## config.mk

```make
export PLATFORM = sky130hd
export DESIGN_NAME = mux_scan_sequencer
export DESIGN_NICKNAME = d
export VERILOG_FILES = /design/src/rtl/mux_scan_pkg.sv /design/src/rtl/mux_scan_step_timer.sv /design/src/rtl/mux_scan_sequencer.sv
export SDC_FILE = /design/constraint.sdc
export NUM_CORES = 1
export LEC_CHECK = 0
export ABC_AREA = 1
export CAP_MARGIN = 20
export CORE_MARGIN = 10
export CORE_UTILIZATION = 27
export CTS_BUF_LIST = sky130_fd_sc_hd__clkbuf_4 sky130_fd_sc_hd__clkbuf_8
export DETAILED_ROUTE_END_ITERATION = 10
export PLACE_DENSITY = 0.6
export SLEW_MARGIN = 20
export SYNTH_ARGS = -nofsm -noshare
export SYNTH_HDL_FRONTEND = slang
export SYNTH_SLANG_ARGS = --single-unit
```

## constraint.sdc

```tcl
create_clock -name clk -period 1.1 [get_ports clk]
set_input_delay 0.165 -clock clk [delete_from_list [all_inputs] [get_ports clk]]
set_output_delay 0.165 -clock clk [all_outputs]
set_load 0.03 [all_outputs]
```

## src/rtl/mux_scan_pkg.sv

```systemverilog
// Shared constants for the mux scan sequencer: channel count, select width, FSM encoding.
// The PAR encoding is reserved even when MUX_SCAN_PARITY_EN is undefined.
package mux_scan_pkg;
  localparam int NUM_CH = 8;
  localparam int SEL_W  = 3;

  localparam logic [1:0] ST_IDLE = 2'd0;
  localparam logic [1:0] ST_SCAN = 2'd1;
  localparam logic [1:0] ST_PAR  = 2'd2;
  localparam logic [1:0] ST_DONE = 2'd3;
endpackage

```

## src/rtl/mux_scan_step_timer.sv

```systemverilog
// Hold-cycle counter: step_o pulses on the last of HOLD cycles while enabled; no backpressure.
// Counter wraps to 0 after each step and is cleared by clr_i or reset.
module mux_scan_step_timer #(
  parameter int HOLD = 1
) (
  input  logic clk,
  input  logic rst_n,
  input  logic clr_i,
  input  logic en_i,
  output logic step_o
);
  localparam int CNT_W = $clog2(HOLD + 1);
  localparam logic [CNT_W-1:0] LAST = CNT_W'(HOLD - 1);

  logic [CNT_W-1:0] cnt_q, cnt_d;

  assign step_o = en_i && (cnt_q == LAST);

  always_comb begin
    cnt_d = cnt_q;
    if (clr_i) begin
      cnt_d = '0;
    end else if (en_i) begin
      cnt_d = step_o ? '0 : cnt_q + 1'b1;
    end
  end

  always_ff @(posedge clk) begin
    if (!rst_n) cnt_q <= '0;
    else        cnt_q <= cnt_d;
  end
endmodule

```

## src/rtl/mux_scan_sequencer.sv

```systemverilog
// Scans a captured word through an external 8:1 mux and serialises the samples; frame = 8*HOLD+2 cycles,
// in_ready only in IDLE (upstream holds the word). MUX_SCAN_PARITY_EN appends an even-parity ninth bit.
module mux_scan_sequencer
  import mux_scan_pkg::*;
#(
  parameter int HOLD = 1
) (
  input  logic              clk,
  input  logic              rst_n,
  input  logic              in_valid,
  output logic              in_ready,
  input  logic [NUM_CH-1:0] in_data,
  output logic [NUM_CH-1:0] mux_i,
  output logic [SEL_W-1:0]  mux_sel,
  input  logic              mux_y,
  output logic              ser_out,
  output logic              ser_valid,
  output logic              frame_done,
  output logic              busy
);
  localparam logic [SEL_W-1:0] LAST_SEL = SEL_W'(NUM_CH - 1);

  logic [1:0]        state_q, state_d;
  logic [NUM_CH-1:0] mux_i_q, mux_i_d;
  logic [SEL_W-1:0]  sel_q, sel_d;
  logic              ser_q, ser_d;
  logic              ser_vld_q, ser_vld_d;
  logic              done_q, done_d;
  logic              accept;
  logic              step;
`ifdef MUX_SCAN_PARITY_EN
  logic              par_q, par_d;
`endif

  assign accept = in_valid && (state_q == ST_IDLE);

  mux_scan_step_timer #(.HOLD(HOLD)) u_timer (
    .clk    (clk),
    .rst_n  (rst_n),
    .clr_i  (accept),
    .en_i   (state_q == ST_SCAN),
    .step_o (step)
  );

  always_comb begin
    state_d   = state_q;
    mux_i_d   = mux_i_q;
    sel_d     = sel_q;
    ser_d     = ser_q;
    ser_vld_d = 1'b0;
    done_d    = 1'b0;
`ifdef MUX_SCAN_PARITY_EN
    par_d     = par_q;
`endif
    case (state_q)
      ST_IDLE: begin
        if (accept) begin
          mux_i_d = in_data;
          sel_d   = '0;
          state_d = ST_SCAN;
`ifdef MUX_SCAN_PARITY_EN
          par_d   = 1'b0;
`endif
        end
      end
      ST_SCAN: begin
        if (step) begin
          ser_d     = mux_y;
          ser_vld_d = 1'b1;
`ifdef MUX_SCAN_PARITY_EN
          par_d     = par_q ^ mux_y;
`endif
          // Select stops at the last channel; it is never wrapped inside a frame.
          if (sel_q != LAST_SEL) begin
            sel_d = sel_q + 1'b1;
          end else begin
`ifdef MUX_SCAN_PARITY_EN
            state_d = ST_PAR;
`else
            state_d = ST_DONE;
            done_d  = 1'b1;
`endif
          end
        end
      end
`ifdef MUX_SCAN_PARITY_EN
      ST_PAR: begin
        ser_d     = par_q;
        ser_vld_d = 1'b1;
        state_d   = ST_DONE;
        done_d    = 1'b1;
      end
`endif
      ST_DONE: state_d = ST_IDLE;
      default: state_d = ST_IDLE;
    endcase
  end

  always_ff @(posedge clk) begin
    if (!rst_n) begin
      state_q   <= ST_IDLE;
      mux_i_q   <= '0;
      sel_q     <= '0;
      ser_q     <= 1'b0;
      ser_vld_q <= 1'b0;
      done_q    <= 1'b0;
`ifdef MUX_SCAN_PARITY_EN
      par_q     <= 1'b0;
`endif
    end else begin
      state_q   <= state_d;
      mux_i_q   <= mux_i_d;
      sel_q     <= sel_d;
      ser_q     <= ser_d;
      ser_vld_q <= ser_vld_d;
      done_q    <= done_d;
`ifdef MUX_SCAN_PARITY_EN
      par_q     <= par_d;
`endif
    end
  end

  assign in_ready   = (state_q == ST_IDLE);
  assign busy       = (state_q != ST_IDLE);
  assign mux_i      = mux_i_q;
  assign mux_sel    = sel_q;
  assign ser_out    = ser_q;
  assign ser_valid  = ser_vld_q;
  assign frame_done = done_q;
endmodule

```

==> metrics.log, run 1 <==
[metrics] run status: complete, but fails checks
[metrics] failing checks: setup timing
[metrics] flip-flop and latch count after synthesis: 17
[metrics] TritonCTS clock tree: built
[metrics] Die Wd: 70.6 microns
[metrics] wire length of the first global-routing pass: 2930 microns
[metrics] destination of the worst hold path: ser_out
[metrics] commonest non-fill, non-tap cell in the layout: nor2_1
[metrics] most used cells in the layout excluding fill and tap cells: nor2_1 (28), buf_4 (21), dfxtp_1 (12)
[metrics] hold buffer count at CTS: 0
[metrics] clock insertion delay at the later pin of the skew report: 0.30 ns
[metrics] final core utilization: 0.468
[metrics] cells on worst reg2reg path: 7
[metrics] total length of routed wires: 1820 microns
[metrics] total routing usage reported by global routing: 0.0711
[metrics] sequential fraction of the synthesis area: 0.492
[metrics] routed via count: 692
[metrics] die outline height: 70.6 microns
[metrics] critical register-to-register path startpoint: mux_sel[1]
[metrics] post-route minimum period: 1.15 ns
[metrics] vias per std cell: 4.35
[metrics] YS warnings: 0
[metrics] Worst Hold Depth: 3
[metrics] Mapped Nets: 103
[metrics] Crit Path Max Fanout: 3
[metrics] TritonCTS buffer count: 3
[metrics] io pins: 28
[metrics] static leakage power: 0.531 nW
[metrics] Slew Limit Fails: 0
[metrics] CP startpoint kind: flip-flop
[metrics] critical hold path startpoint: mux_y
[metrics] highest ir drop seen on vdd: 0.625 mV
[metrics] Clk Tree Root Cell: clkbuf_4
[metrics] number of global-route vias before repair: 684
[metrics] average wire length per cell after detail routing: 11.4 microns
[metrics] critical path capture point type: output port
[metrics] DR iter-0 viols: 5
[metrics] area added between synthesis and finish: 66.0%
[metrics] maximum frequency from static timing analysis: 0.870 GHz
[metrics] total of buffers placed on input and output ports: 27
[metrics] transition time at the pin with the least slew margin: 0.300 ns
[metrics] critical-path cell with the highest stage delay: dfxtp_2
[metrics] DPL Wire Length: 1350 microns
[metrics] cell area after synthesis: 692 sq um
[metrics] Routability Congestion: 0.737
[metrics] final critical-path setup slack: -0.0496 ns
[metrics] DRT antenna net count: 0
[metrics] Final Hold Violating Endpoints: 0
[metrics] CP Data Arrival Time: 0.98 ns
[metrics] share of the cycle needed by the critical path after routing: 1.05
[metrics] Synth cell types: 17
[metrics] number of rows in the core area: 18
[metrics] path type of the worst min-delay path: primary input to flip-flop
[metrics] die footprint: 4990 sq um
[metrics] area of the placeable core: 2450 sq um
[metrics] gate count of the mapped netlist: 89
[metrics] combined area of the multi-input logic cells: 363 sq um
[metrics] drc violations: 0
[metrics] total global routing overflow: 0
[metrics] launching element of the worst setup path: state_q[1]
[metrics] hold slack: 0.432 ns
[metrics] Clock Pin Slew Worst Setup and Hold Paths: 0.10 ns
[metrics] final net count: 144
[metrics] layout cells sized above 1: 0.411
[metrics] fill count: 253
[metrics] clock tree buffer depth: 2
[metrics] power per cell area: 1210 nW/um^2
[metrics] pre-CTS WS: -0.176 ns
[metrics] cell chain of the critical path: nor2_4, buf_4
[metrics] pin count of the biggest net entering global routing: 11
[metrics] H-tree depth: 1
[metrics] number of endpoints failing setup at the final stage: 5
[metrics] number of inserted diodes: 0
[metrics] number of antenna violations at the first check in global routing: 0
[metrics] setup repair after global routing missed its margin: yes
[metrics] Max Cap Violations: 0
[metrics] crit path kind: flip-flop to output port
[metrics] starting density of the core: 0.282
[metrics] number of clock sinks seen by CTS: 17
[metrics] flop-to-flop setup slack: -0.05 ns
[metrics] Critical R2R Capture: mux_sel[1]
[metrics] stage delay of the slowest cell on the critical path: 0.37 ns
[metrics] footprint of the flip-flops and latches: 354 sq um
[metrics] max_slew headroom: 0.798
[metrics] maximum clock skew at final layout: 0.00612 ns
[metrics] Synth Area per Inst: 7.77 sq um
[metrics] drt pass-1 iters: 2
[metrics] data required time at the worst endpoint: 0.94 ns
## cell usage after synthesis
library cell	count	area (sq um)
and3_1	2	12.5
buf_2	1	5.00
buf_6	1	11.3
clkinv_4	1	8.76
dfxtp_1	17	340
ha_1	2	25.0
inv_1	5	18.8
inv_2	1	3.75
nand2_1	9	33.8
nand2_4	1	11.3
nand3_1	4	20.0
nand3b_1	1	7.51
nor2_1	29	109
nor2_2	3	18.8
nor2_4	1	11.3
o21ai_0	10	50.1
o21ai_1	1	5.00
## how the worst max path moves through the flow
stage | end | slack [ns]
after floorplan | mux_sel[1] | -0.05
after global placement | mux_sel[2] | -0.13
after detailed placement | mux_sel[2] | -0.18
after CTS | in_ready | -0.09
after global routing | busy | -0.12
final | in_ready | -0.05
## critical path: cells and delay by family (launching register included)
kind / cells / cell delay [ns]
and+or+nand+nor: 1 / 0.14
DFF: 1 / 0.37
buffers and inverters: 1 / 0.18
## repair_timing
item,4_1_cts,5_1_grt
setup endpoints to repair,7,10
cloned,0,0
resized for setup,10,11
buffers inserted,1,3
pin swaps,4,7
## stage by stage
step | setup TNS [ns] | cell area, sq um | instances | power [W]
2_1_floorplan | -0.106 | 729 | 89 | 0.000882
3_3_place_gp | -1.11 | 1030 | 151 | 0.00102
3_5_place_dp | -1.34 | 1030 | 151 | 0.00103
4_1_cts | -0.272 | 1100 | 156 | 0.00138
5_1_grt | -0.536 | 1150 | 159 | 0.00148
6_report | -0.216 | 1150 | 159 | 0.00139
## cells by family (layout without fill, tap and decap cells)
group	count (synthesis)	after routing	synth area share
AND/OR/NAND/NOR	50	50	0.324
flip-flops	17	17	0.492
AO/OA/AOI/OAI	11	11	0.0796
buffers and inverters	9	49	0.0687
adder cells (fa/ha/maj)	2	2	0.0362
## power breakdown
group / leakage (nW) / switching (W) / internal (W)
combinational: 0.370 / 0.000197 / 0.000174
sequential: 0.143 / 0.0000258 / 0.000653
clock: 0.0177 / 0.000204 / 0.000135
total: 0.531 / 0.000427 / 0.000962
## cell type report
cell class / count / area share
clock buffer: 3 / 0.0196
clock inverter: 1 / 0.00436
inverter: 7 / 0.0272
multi-input combinational: 63 / 0.316
sequential: 17 / 0.308
tap: 30 / 0.0327
timing repair buffer: 38 / 0.292
## layer usage
metal,wire [microns],up-vias,track usage
li1,-,360,-
met1,823,301,0.0769
met2,808,26,0.108
met3,138,5,0.0321
met4,46,0,0.0516
met5,0,-,0
## registers in the layout, summed over array words and instances (netlist names)
name	count
frame_done	1
mux_i	8
mux_sel	3
ser_out	1
ser_valid	1
state_q	2
u_timer.cnt_q	1
No activity file was read; power rests on OpenSTA's default activity.
==> run 2, diff against run 1 <==
--- a/config.mk
+++ b/config.mk
@@ -11,6 +11,8 @@
 export CORE_UTILIZATION = 27
 export CTS_BUF_LIST = sky130_fd_sc_hd__clkbuf_4 sky130_fd_sc_hd__clkbuf_8
 export DETAILED_ROUTE_END_ITERATION = 10
+export GPL_TIMING_DRIVEN = 0
+export HOLD_SLACK_MARGIN = 0.15
 export PLACE_DENSITY = 0.6
 export SLEW_MARGIN = 20
 export SYNTH_ARGS = -nofsm -noshare
==> run 2 against run 1 <==
The run still ends with setup timing left. Design area fell by 9.3%. First-iteration DRC count rose to 3.0 times the previous value. Clock power barely moved. Largest cell class is now registers. Largest power group unchanged.
==> metrics.log, run 2 (synthesis gave the netlist of run 1 again) <==
[metrics] launching element of the worst setup path: state_q[1] (unchanged)
[metrics] hold buffer count at CTS: 0 (unchanged)
[metrics] DRT antenna net count: 0 (unchanged)
[metrics] path type of the worst min-delay path: primary input to flip-flop (unchanged)
[metrics] drc violations: 0 (unchanged)
[metrics] Die Wd: 70.6 microns (unchanged)
[metrics] crit path kind: flip-flop to output port (unchanged)
[metrics] static leakage power: 0.490 nW (was 0.531 nW)
[metrics] highest ir drop seen on vdd: 0.663 mV (was 0.625 mV)
[metrics] average wire length per cell after detail routing: 11.1 microns (was 11.4 microns)
[metrics] number of clock sinks seen by CTS: 17 (unchanged)
[metrics] hold slack: 0.446 ns (was 0.432 ns)
[metrics] H-tree depth: 1 (unchanged)
[metrics] pre-CTS WS: -0.316 ns (was -0.176 ns)
[metrics] post-route minimum period: 1.15 ns (about the same)
[metrics] Worst Hold Depth: 3 (unchanged)
[metrics] run status: complete, but fails checks (unchanged)
[metrics] routed via count: 644 (was 692)
[metrics] number of inserted diodes: 0 (unchanged)
[metrics] commonest non-fill, non-tap cell in the layout: nor2_1 (unchanged)
[metrics] starting density of the core: 0.282 (unchanged)
[metrics] total negative slack: -0.195 ns (was -0.216 ns)
[metrics] total routing usage reported by global routing: 0.0686 (was 0.0711)
[metrics] area of the placeable core: 2450 sq um (unchanged)
[metrics] Slew Limit Fails: 0 (unchanged)
[metrics] total length of routed wires: 1700 microns (was 1820 microns)
[metrics] end point of the critical path: busy (was in_ready)
[metrics] DR iter-0 viols: 15 (was 5)
[metrics] area added between synthesis and finish: 50.6% (was 66.0%)
[metrics] number of global-route vias before repair: 682 (was 684)
[metrics] final critical-path setup slack: -0.0537 ns (was -0.0496 ns)
[metrics] flop-to-flop setup slack: -0.05 ns (about the same)
[metrics] most used cells in the layout excluding fill and tap cells: nor2_1 (28), buf_2 (15), dfxtp_1 (12) (was nor2_1 (28), buf_4 (21), dfxtp_1 (12))
[metrics] clock tree buffer depth: 2 (unchanged)
[metrics] critical path capture point type: output port (unchanged)
[metrics] final cell area excluding filler cells: 1040 sq um (was 1150 sq um)
[metrics] Max Cap Violations: 0 (unchanged)
[metrics] placement-stage cell area: 1040 sq um (was 1030 sq um)
[metrics] pin count of the biggest net entering global routing: 11 (unchanged)
[metrics] Clk Tree Root Cell: clkbuf_4 (unchanged)
[metrics] share of the cycle needed by the critical path after routing: 1.05 (about the same)
[metrics] clock insertion delay at the later pin of the skew report: 0.30 ns (about the same)
[metrics] setup repair after global routing missed its margin: yes (unchanged)
[metrics] Critical R2R Capture: mux_sel[1] (unchanged)
[metrics] cells on worst reg2reg path: 7 (unchanged)
[metrics] number of rows in the core area: 18 (unchanged)
[metrics] overall power: 0.00133 W (was 0.00139 W)
[metrics] Clock Pin Slew Worst Setup and Hold Paths: 0.11 ns (was 0.10 ns)
[metrics] final net count: 138 (was 144)
[metrics] number of endpoints failing setup at the final stage: 5 (unchanged)
[metrics] vias per std cell: 4.21 (was 4.35)
[metrics] total of buffers placed on input and output ports: 27 (unchanged)
[metrics] critical register-to-register path startpoint: mux_sel[1] (unchanged)
[metrics] total global routing overflow: 0 (unchanged)
[metrics] max reg flops: 8 (unchanged)
[metrics] data required time at the worst endpoint: 0.94 ns (about the same)
[metrics] DPL Wire Length: 1320 microns (was 1350 microns)
[metrics] TritonCTS buffer count: 3 (unchanged)
[metrics] CP startpoint kind: flip-flop (unchanged)
[metrics] drt pass-1 iters: 2 (unchanged)
[metrics] failing checks: setup timing (unchanged)
[metrics] transition time at the pin with the least slew margin: 0.206 ns (was 0.300 ns)
[metrics] number of antenna violations at the first check in global routing: 0 (unchanged)
[metrics] maximum frequency from static timing analysis: 0.867 GHz (was 0.870 GHz)
[metrics] max_slew headroom: 0.862 (was 0.798)
[metrics] Crit Path Max Fanout: 3 (unchanged)
[metrics] wire length of the first global-routing pass: 2790 microns (was 2930 microns)
[metrics] die footprint: 4990 sq um (unchanged)
[metrics] io pins: 28 (unchanged)
[metrics] TritonCTS clock tree: built (unchanged)
[metrics] Final Hold Violating Endpoints: 0 (unchanged)
[metrics] Routability Congestion: 0.744 (was 0.737)
[metrics] maximum clock skew at final layout: 0.00834 ns (was 0.00612 ns)
[metrics] CP Data Arrival Time: 0.99 ns (was 0.98 ns)
[metrics] die outline height: 70.6 microns (unchanged)
[metrics] power per cell area: 1280 nW/um^2 (was 1210 nW/um^2)
[metrics] layout cells sized above 1: 0.358 (was 0.411)
-- run 2: final cells by class --
cell class	instances	area [sq um]
clock buffer	3	22.5
sequential	17	357
buffer	1	5.00
clock inverter	1	5.00
fill	261	1410
tap	30	37.5
inverter	7	31.3
multi-input combinational	63	348
timing repair buffer	31	236
-- run 2: critical path, stage by stage, from the launching register on --
cell	delay, ns
dfxtp_4	0.38
nor2_4	0.14
inv_2	0.05
buf_6	0.13
-- run 2: through the flow --
| stage | util | instances |
|---|---|---|
| after global placement | 0.423 | 146 |
| after floorplan | - | 89 |
| final | 0.425 | 153 |
| after detailed placement | 0.423 | 146 |
| after CTS | 0.423 | 152 |
| after global routing | 0.425 | 153 |
-- run 2: worst min path at each step --
stage / end / slack, ns / startpoint
2_1_floorplan: ser_out / 0.30 / mux_y
3_3_place_gp: mux_i[6] / 0.46 / mux_i[6]
3_5_place_dp: mux_i[4] / 0.47 / mux_i[4]
4_1_cts: ser_out / 0.44 / mux_y
5_1_grt: ser_out / 0.48 / mux_y
6_report: ser_out / 0.45 / mux_y
-- run 2: routing by layer --
metal	GRT usage	vias to the layer above	share of wire
met5	0	-	0
met4	0.0387	0	0.014
met3	0.0460	4	0.11
met2	0.113	23	0.45
met1	0.0629	272	0.43
li1	-	345	-
-- run 2: where the power goes --
part,total [W],internal [W],switching [W]
combinational,0.000316,0.000128,0.000188
clock,0.000340,0.000135,0.000205
sequential,0.000674,0.000651,0.0000237
-- run 2: timing repair --
item | in CTS | in global routing
pin swaps | 6 | 3
setup buffers | 3 | 1
endpoints found under the setup margin | 19 | 8
gates resized for setup | 87 | 12
==> run 3, diff against run 2 <==
--- a/config.mk
+++ b/config.mk
@@ -6,6 +6,7 @@
 export NUM_CORES = 1
 export LEC_CHECK = 0
 export ABC_AREA = 1
+export ABC_CLOCK_PERIOD_IN_PS = 1100
 export CAP_MARGIN = 20
 export CORE_MARGIN = 10
 export CORE_UTILIZATION = 27
==> results of run 3 <==
No change in the layout: final DEF, timing and power equal those of run 2.
